<file path="src/rtl/ps2_mouse_decoder_if.sv">
// ps2_mouse_decoder_if: pointer bus (x_pos, y_pos, left_btn, right_btn, packet_valid) from decoder (master) to game core (slave)
interface ps2_mouse_decoder_if;
  logic [11:0] x_pos;
  logic [11:0] y_pos;
  logic        left_btn;
  logic        right_btn;
  logic        packet_valid;
  modport master(output x_pos, y_pos, left_btn, right_btn, packet_valid);
  modport slave(input x_pos, y_pos, left_btn, right_btn, packet_valid);
endinterface

</file>
<file path="src/rtl/ps2_mouse_decoder.sv">
// ps2_mouse_decoder: PS/2 stream-mode mouse receiver; clk/reset, raw ps2_clk/ps2_data in, saturating cursor and buttons out on ptr
module ps2_mouse_decoder #(
  parameter int X_MAX          = 639,
  parameter int Y_MAX          = 479,
  parameter int X_INIT         = 320,
  parameter int Y_INIT         = 240,
  parameter int TIMEOUT_CYCLES = 100000
) (
  input  logic                  clk,
  input  logic                  reset,
  input  logic                  ps2_clk,
  input  logic                  ps2_data,
  ps2_mouse_decoder_if.master   ptr
);
  localparam int CW = $clog2(TIMEOUT_CYCLES + 1);
  typedef enum logic [1:0] {IDLE, BITS, PARITY, STOP} state_t;
  state_t          state, state_n;
  logic [1:0]      ck_s, dt_s;
  logic            ck_prev, fall, d;
  logic [CW-1:0]   idle_cnt;
  logic [2:0]      bit_cnt;
  logic [7:0]      sh;
  logic            par_ok;
  logic [1:0]      idx;
  logic [5:0]      b0;
  logic [7:0]      b1;
  logic            timeout, byte_done, byte_ok, byte_err, pkt_done;
  logic [8:0]      dx, dy;
  logic [13:0]     nx, ny;
  logic [11:0]     cx, cy;
  always_comb begin
    fall      = ck_prev & ~ck_s[1];
    d         = dt_s[1];
    timeout   = (idle_cnt == CW'(TIMEOUT_CYCLES)) && (state != IDLE || idx != 2'd0);
    byte_done = fall && state == STOP && !timeout;
    byte_ok   = byte_done && par_ok && d;
    byte_err  = byte_done && !byte_ok;
    pkt_done  = byte_ok && idx == 2'd2;
    dx        = {b0[2], b1};
    dy        = {b0[3], sh};
    nx        = {2'b00, ptr.x_pos} + {{5{dx[8]}}, dx};
    ny        = {2'b00, ptr.y_pos} - {{5{dy[8]}}, dy};
    cx        = nx[13] ? 12'd0 : (nx > 14'(X_MAX)) ? 12'(X_MAX) : nx[11:0];
    cy        = ny[13] ? 12'd0 : (ny > 14'(Y_MAX)) ? 12'(Y_MAX) : ny[11:0];
    state_n   = state;
    if (timeout)
      state_n = IDLE;
    else if (fall)
      case (state)
        IDLE:    state_n = d ? IDLE : BITS;
        BITS:    state_n = (bit_cnt == 3'd7) ? PARITY : BITS;
        PARITY:  state_n = STOP;
        default: state_n = IDLE;
      endcase
  end
  always_ff @(posedge clk) begin
    if (reset) begin
      ck_s             <= 2'b11;
      dt_s             <= 2'b11;
      ck_prev          <= 1'b1;
      state            <= IDLE;
      idle_cnt         <= '0;
      bit_cnt          <= '0;
      sh               <= '0;
      par_ok           <= 1'b0;
      idx              <= '0;
      b0               <= '0;
      b1               <= '0;
      ptr.x_pos        <= 12'(X_INIT);
      ptr.y_pos        <= 12'(Y_INIT);
      ptr.left_btn     <= 1'b0;
      ptr.right_btn    <= 1'b0;
      ptr.packet_valid <= 1'b0;
    end else begin
      ck_s             <= {ck_s[0], ps2_clk};
      dt_s             <= {dt_s[0], ps2_data};
      ck_prev          <= ck_s[1];
      state            <= state_n;
      idle_cnt         <= fall ? '0 : (idle_cnt == CW'(TIMEOUT_CYCLES)) ? idle_cnt : idle_cnt + 1'b1;
      ptr.packet_valid <= pkt_done;
      if (fall && state == IDLE)
        bit_cnt <= '0;
      if (fall && state == BITS) begin
        sh      <= {d, sh[7:1]};
        bit_cnt <= bit_cnt + 1'b1;
      end
      if (fall && state == PARITY)
        par_ok <= ^{sh, d};
      if (timeout || byte_err)
        idx <= 2'd0;
      else if (byte_ok)
        case (idx)
          2'd0: if (sh[3]) begin
            b0  <= {sh[7:4], sh[1:0]};
            idx <= 2'd1;
          end
          2'd1: begin
            b1  <= sh;
            idx <= 2'd2;
          end
          default: idx <= 2'd0;
        endcase
      if (pkt_done) begin
        ptr.left_btn  <= b0[0];
        ptr.right_btn <= b0[1];
        if (!b0[4])
          ptr.x_pos <= cx;
        if (!b0[5])
          ptr.y_pos <= cy;
      end
    end
  end
endmodule

</file>
<file path="src/flat_wrapper.sv">
// flat-port wrapper written by rule: the top's interface ports become plain ports
module ps2_mouse_decoder_flat 
#(
  parameter int X_MAX          = 639,
  parameter int Y_MAX          = 479,
  parameter int X_INIT         = 320,
  parameter int Y_INIT         = 240,
  parameter int TIMEOUT_CYCLES = 100000
)
  (clk, reset, ps2_clk, ps2_data, ptr_x_pos, ptr_y_pos, ptr_left_btn, ptr_right_btn, ptr_packet_valid);
  ps2_mouse_decoder_if ptr_i ();
  input  logic clk;
  input  logic reset;
  input  logic ps2_clk;
  input  logic ps2_data;
  output wire logic [$bits(ptr_i.x_pos)-1:0] ptr_x_pos;
  output wire logic [$bits(ptr_i.y_pos)-1:0] ptr_y_pos;
  output wire logic [$bits(ptr_i.left_btn)-1:0] ptr_left_btn;
  output wire logic [$bits(ptr_i.right_btn)-1:0] ptr_right_btn;
  output wire logic [$bits(ptr_i.packet_valid)-1:0] ptr_packet_valid;
  assign ptr_x_pos = ptr_i.x_pos;
  assign ptr_y_pos = ptr_i.y_pos;
  assign ptr_left_btn = ptr_i.left_btn;
  assign ptr_right_btn = ptr_i.right_btn;
  assign ptr_packet_valid = ptr_i.packet_valid;
  ps2_mouse_decoder #(.X_MAX(X_MAX), .Y_MAX(Y_MAX), .X_INIT(X_INIT), .Y_INIT(Y_INIT), .TIMEOUT_CYCLES(TIMEOUT_CYCLES)) u_core (.clk(clk), .reset(reset), .ps2_clk(ps2_clk), .ps2_data(ps2_data), .ptr(ptr_i));
endmodule
</file>
<file path="config.mk">
export PLATFORM = sky130hd
export DESIGN_NAME = ps2_mouse_decoder_flat
export DESIGN_NICKNAME = d
export VERILOG_FILES = /design/src/rtl/ps2_mouse_decoder_if.sv /design/src/rtl/ps2_mouse_decoder.sv /design/src/flat_wrapper.sv
export SDC_FILE = /design/constraint.sdc
export NUM_CORES = 1
export LEC_CHECK = 0
export CAP_MARGIN = 20
export CORE_MARGIN = 1.5
export CORE_UTILIZATION = 64
export CTS_BUF_LIST = sky130_fd_sc_hd__clkbuf_16
export DETAILED_ROUTE_END_ITERATION = 7
export PLACE_DENSITY = 0.86
export SLEW_MARGIN = 20
export SYNTH_ARGS = -nofsm -noshare
export SYNTH_HDL_FRONTEND = slang
export SYNTH_SLANG_ARGS = --single-unit
</file>
<file path="constraint.sdc">
create_clock -name clk -period 6.7 [get_ports clk]
set_input_delay 1.34 -clock clk [delete_from_list [all_inputs] [get_ports clk]]
set_output_delay 1.34 -clock clk [all_outputs]
set_load 0.03 [all_outputs]
</file>
* Word level (Yosys, flattened, before mapping)
Index checks and enable logic that the tools add are counted. W data, S select, Z words.
Operators by class: eq/ne operators 8, mux-type cells 11, $lt $le $gt $ge 2, add/sub/neg operators 4, reductions and logical operators 28, bitwise logic cells 5
Operators by type and width (count):
- $mux W12 | 4
- $add A17 B1 Y17 const B | 1
- $eq A17 B17 Y1 const B | 1
- $add A13 B9 Y14 | 1
- $gt A14 B10 Y1 const B | 1
- $gt A14 B9 Y1 const B | 1
- $sub A13 B9 Y14 | 1
- $logic_and A1 B1 Y1 | 10
- $reduce_xor A9 Y1 | 1
- $eq A2 B2 Y1 const B | 3
- $mux W3 | 2
- $pmux W2 S3 | 1
- $reduce_and A2 Y1 | 3
- $reduce_bool A2 Y1 | 3
- $reduce_or A2 Y1 | 3
- $eq A2 B1 Y1 const B | 2
- $logic_not A2 Y1 | 2
- $mux W2 | 2
- $not A1 Y1 | 4
- $pmux W2 S2 | 1
- $reduce_and A4 Y1 | 1
- $add A3 B1 Y3 const B | 1
- $eq A3 B3 Y1 const B | 1
- $reduce_and A3 Y1 | 1
- 5 further kinds | 7
Word-level totals: register bits 79, word-level logic and storage cells 74

* Depth between registers and ports, before layout
depth in word-level cells 12, gate-level depth with buffers 11, mapped depth without buffers 11

* Worst setup path before layout
Ideal clock, no wire load.
path kind register to register, start reg u_core.ptr.y_pos[0], end reg u_core.ptr.y_pos[6], library setup time 0.122 ns, buffers on the path 0, cell stages (with the launch flop) 12, period minus slack after synthesis 2.947 ns, data required time 6.578 ns, arrival time 2.825 ns, path slack 3.753 ns, path through dfxtp_1 > inv_1 > ha_1 > fa_1 > nor2b_1 > o2111ai_1 > and3_1 > o221a_1 > a211o_1 > a211oi_2 > nand2_1 > a221o_1
Between the ends: longest elaborated chain between the ends 4
Ends and longest elaborated chain:
- start, declared | RTL line ps2_mouse_decoder_if.sv:8 | modport master(output x_pos, y_pos, left_btn, right_btn, packet_valid);
- start signal, assigned | RTL line ps2_mouse_decoder.sv:70 | ptr.y_pos <= 12'(Y_INIT);
- start signal, assigned | RTL line ps2_mouse_decoder.sv:109 | ptr.y_pos <= cy;
- $sub A13 B9 Y14 * | RTL line ps2_mouse_decoder.sv:42 | ny = {2'b00, ptr.y_pos} - {{5{dy[8]}}, dy};
- $gt A14 B9 Y1 | RTL line ps2_mouse_decoder.sv:44 | cy = ny[13] ? 12'd0 : (ny > 14'(Y_MAX)) ? 12'(Y_MAX) : ny[11:0];
- $mux W12 | RTL line ps2_mouse_decoder.sv:44
- $mux W12 * | RTL line ps2_mouse_decoder.sv:44
Mark *: on every way between the ends. The rest lies on a longest branch, timed or not. A chain may end at the register's enable or synchronous reset.

* Final worst setup path
start reg u_core.b0[2], end reg u_core.ptr.x_pos[9]
Between the ends: longest elaborated chain between the ends 4
Ends and longest elaborated chain:
- start, declared | RTL line ps2_mouse_decoder.sv:25 | logic [5:0] b0;
- start signal, assigned | RTL line ps2_mouse_decoder.sv:94 | b0 <= {sh[7:4], sh[1:0]};
- $add A13 B9 Y14 * | RTL line ps2_mouse_decoder.sv:41 | nx = {2'b00, ptr.x_pos} + {{5{dx[8]}}, dx};
- $gt A14 B10 Y1 | RTL line ps2_mouse_decoder.sv:43 | cx = nx[13] ? 12'd0 : (nx > 14'(X_MAX)) ? 12'(X_MAX) : nx[11:0];
- $mux W12 | RTL line ps2_mouse_decoder.sv:43
- $mux W12 * | RTL line ps2_mouse_decoder.sv:43
- end signal, assigned | RTL line ps2_mouse_decoder.sv:69 | ptr.x_pos <= 12'(X_INIT);
- end, declared | RTL line ps2_mouse_decoder_if.sv:8
Marked as above.

==> flow_summary.toml <==
[sta]
setup_violations = 0
hold_viol = 0
setup_tns_ns = 0
final_max_slew_viol_count = 0
holdWs_ns = 0.408
slew_headroom = 0.536
period_minus_slack_ns = 3.28
timing.fmax_ghz = 0.305
period_share = 0.489
final.setup.worst_slack_ns = 3.42
tightest_slew_ns = 0.691
rsz0062_at_grt = "no"
finClkSkew_ns = 0.00804

[layout]
n_antenna_cell = 0
stdcell_area_um2 = 5220
syn2layout_area_growth_pct = 14.9
drive_gt1_frac = 0.0639
finish.net_count = 594
fillCellCount = 512
ff_latch_area_um2 = 1580
multi_input_area_um2 = 2810

[critical_path]
ff2ff_setup_slack_ns = 3.42
cp.buffers_inverters = 0
endpoint_kind = "register"
cp_data_required_time_ns = 6.87
max_stage_delay_ns = 0.58
slowest_stage = "dfxtp_1"
worstSetupStartpointType = "register"
critPathArrivalTime_ns = 3.45
path_max_fanout = 12
cp_cell_sequence = "ha_1 > and3_4 > a221o_1 > a21o_1 > o21ai_0 > nor3b_1 > mux2i_1 > a31oi_2 > a221oi_1"
critical_path_class = "reg -> reg"
crit_family = "compound AO/OA/AOI/OAI gates"

[floorplan]
fp-row-count = 30
die_h_um = 87.2
fp.dieW_um = 87.2
io_pins = 31
design.core.area_um2 = 6830
die_area_um2 = 7610
start_util = 0.665

[clocking]
cts_buffers = 9
cts_setup_buffers = 0
cts_buffer_depth = 2
clkSinkCount = 79
cts_tree = "yes"
cts_root_buffer = "clkbuf_16"
ctsResizeCount = 0
clock_latency_ns = 0.33
cts.clk_slew.worst_paths_ns = 0.06
cts.hold.buffers_added = 0
htree_levels = 3

[logic_synthesis]
synth_area_um2 = 4540
synth_xor_xnor_area_share = 0.0733
synth-simple-area-share = 0.246
synth_compound_area_frac = 0.175
synth_edf_count = 0
synth.yosys.seq_area_share = 0.348
synth_nets = 569
synth_top_family_by_area = "simple AND/OR/NAND/NOR gates"
syn_inst = 533
yosys_warnings = 0
synth-main-ff-cell = "dfxtp_1"
synth_seq_cells = 79
asyncSetResetFlopFracSynth = 0
synth_mux_area_frac = 0.0311
syn_area_per_cell_um2 = 8.52
synth_fa_ha_area_frac = 0.0915
yosysUniqueCellTypes = 71

[global_route]
antenna_found_initial = 0
grt_max_degree = 57
grt_usage = 0.292
grt_pass1_wl_um = 17400
grt-ovfl-total = 0
first_global_vias = 3683

[power_and_ir_drop]
power_mw = 1.01
leakagePower_nw = 2.02
p_per_area_nw_per_um2 = 193
irDropWorstVdd_uv = 168

[place]
portBuffers = 30
place_area_um2 = 4890
gp_congestion = 0.971
dp_hpwl_um = 7360
pre_cts_ws_ns = 3.65

[detailed_routing]
num_vias = 4071
first_pass_iters = 5
drc = 0
totalWireLength_um = 10500
wl_per_cell_um = 16.0
dr.first_iter.drc_count = 239
via_per_inst = 6.18
ant_nets = 0

[outcome]
outcome = "completed"

[run]
drv_cap = 0

[hold_path]
hold_path.class = "reg -> reg"
[synthesized netlist by cell type (4+ instances only)]
| master | count | share of area |
|---|---|---|
| inv_1 | 24 | 0.020 |
| and3_1 | 15 | 0.021 |
| clkbuf_1 | 12 | 0.0099 |
| nor3_1 | 11 | 0.012 |
| dfxtp_1 | 79 | 0.35 |
| mux2i_1 | 13 | 0.029 |
| nand3_1 | 10 | 0.011 |
| xor2_1 | 17 | 0.033 |
| a21o_1 | 8 | 0.013 |
| xnor2_1 | 21 | 0.041 |
| a221oi_1 | 10 | 0.019 |
| or2_2 | 7 | 0.0096 |
| nand4_1 | 10 | 0.014 |
| o21ai_0 | 13 | 0.014 |
| a221o_1 | 4 | 0.0088 |
| a21oi_1 | 41 | 0.045 |
| nand2_1 | 48 | 0.040 |
| buf_2 | 4 | 0.0044 |
| nor3b_1 | 8 | 0.013 |
| nor2b_1 | 7 | 0.0096 |
| nand2b_1 | 4 | 0.0055 |
| nor2_1 | 63 | 0.052 |
| o21a_1 | 8 | 0.013 |
| ha_1 | 30 | 0.083 |
[path summary, 6_finish.rpt]
kind | startpoint | endpoint | cells after the start
worst min register to register | u_core.dt_s[0] | u_core.dt_s[1] | 1
worst min-delay path | u_core.dt_s[0] | u_core.dt_s[1] | 1
worst max register to register | u_core.b0[2] | u_core.ptr.x_pos[9] | 9
worst max-delay path | u_core.b0[2] | u_core.ptr.x_pos[9] | 9
[flip-flops by register name, summed over array words and instances, names as in the netlist, 2 cells and up]
register	cells
u_core.sh	8
u_core.ptr.x_pos	12
u_core.idx	2
u_core.b1	8
u_core.ck_s	2
u_core.state	2
u_core.bit_cnt	3
u_core.idle_cnt	17
u_core.dt_s	2
u_core.ptr.y_pos	12
u_core.b0	6
[where the power goes]
part           internal (mW)  switching, mW  leakage, nW
clock                  0.323          0.189        0.152
sequential             0.473        0.00285        0.638
combinational        0.00657         0.0125         1.23
total                  0.803          0.204         2.02
[cells in the final DEF (no fill, tap or decap), types with 9 or more instances in the layout]
cell,count
o21ai_0,13
and3_1,15
inv_1,25
nand2_1,48
nor2_1,63
a221oi_1,10
xor2_1,17
a21oi_1,41
ha_1,30
dfxtp_1,79
nand3_1,10
clkdlybuf4s50_1,29
clkbuf_16,9
nor3_1,11
nand4_1,10
xnor2_1,21
mux2i_1,13
[per-layer routing]
metal  part of all wire  GRT usage  wire length, um
met1               0.43      0.367             4570
met2               0.49      0.490             5150
met3              0.049     0.0559              517
met4              0.027      0.127              280
met5                  0          0                0
[kinds of logic (layout without fill, tap and decap cells)]
family	count (synthesis)	in the layout
simple gates	213	213
compound gates	116	116
flops	79	79
buf+inv	41	71
xor+xnor	38	38
fa+ha+maj	32	32
mux	14	14
[per-stage QoR]
stage                util  instances
floorplan               -        533
global placement    0.716        643
detailed placement  0.716        643
CTS                 0.762        659
global route        0.764        659
finish              0.764        659
[final cells by class]
class                   instances  area share
inverters                      24      0.0173
clock buffers                   9      0.0432
clock inverters                 7      0.0168
multi-input cells             413       0.538
repair buffers                 31      0.0580
flip-flops and latches         79       0.303
well taps                      96      0.0230
Note: power is estimated with default switching activity, not from simulation.
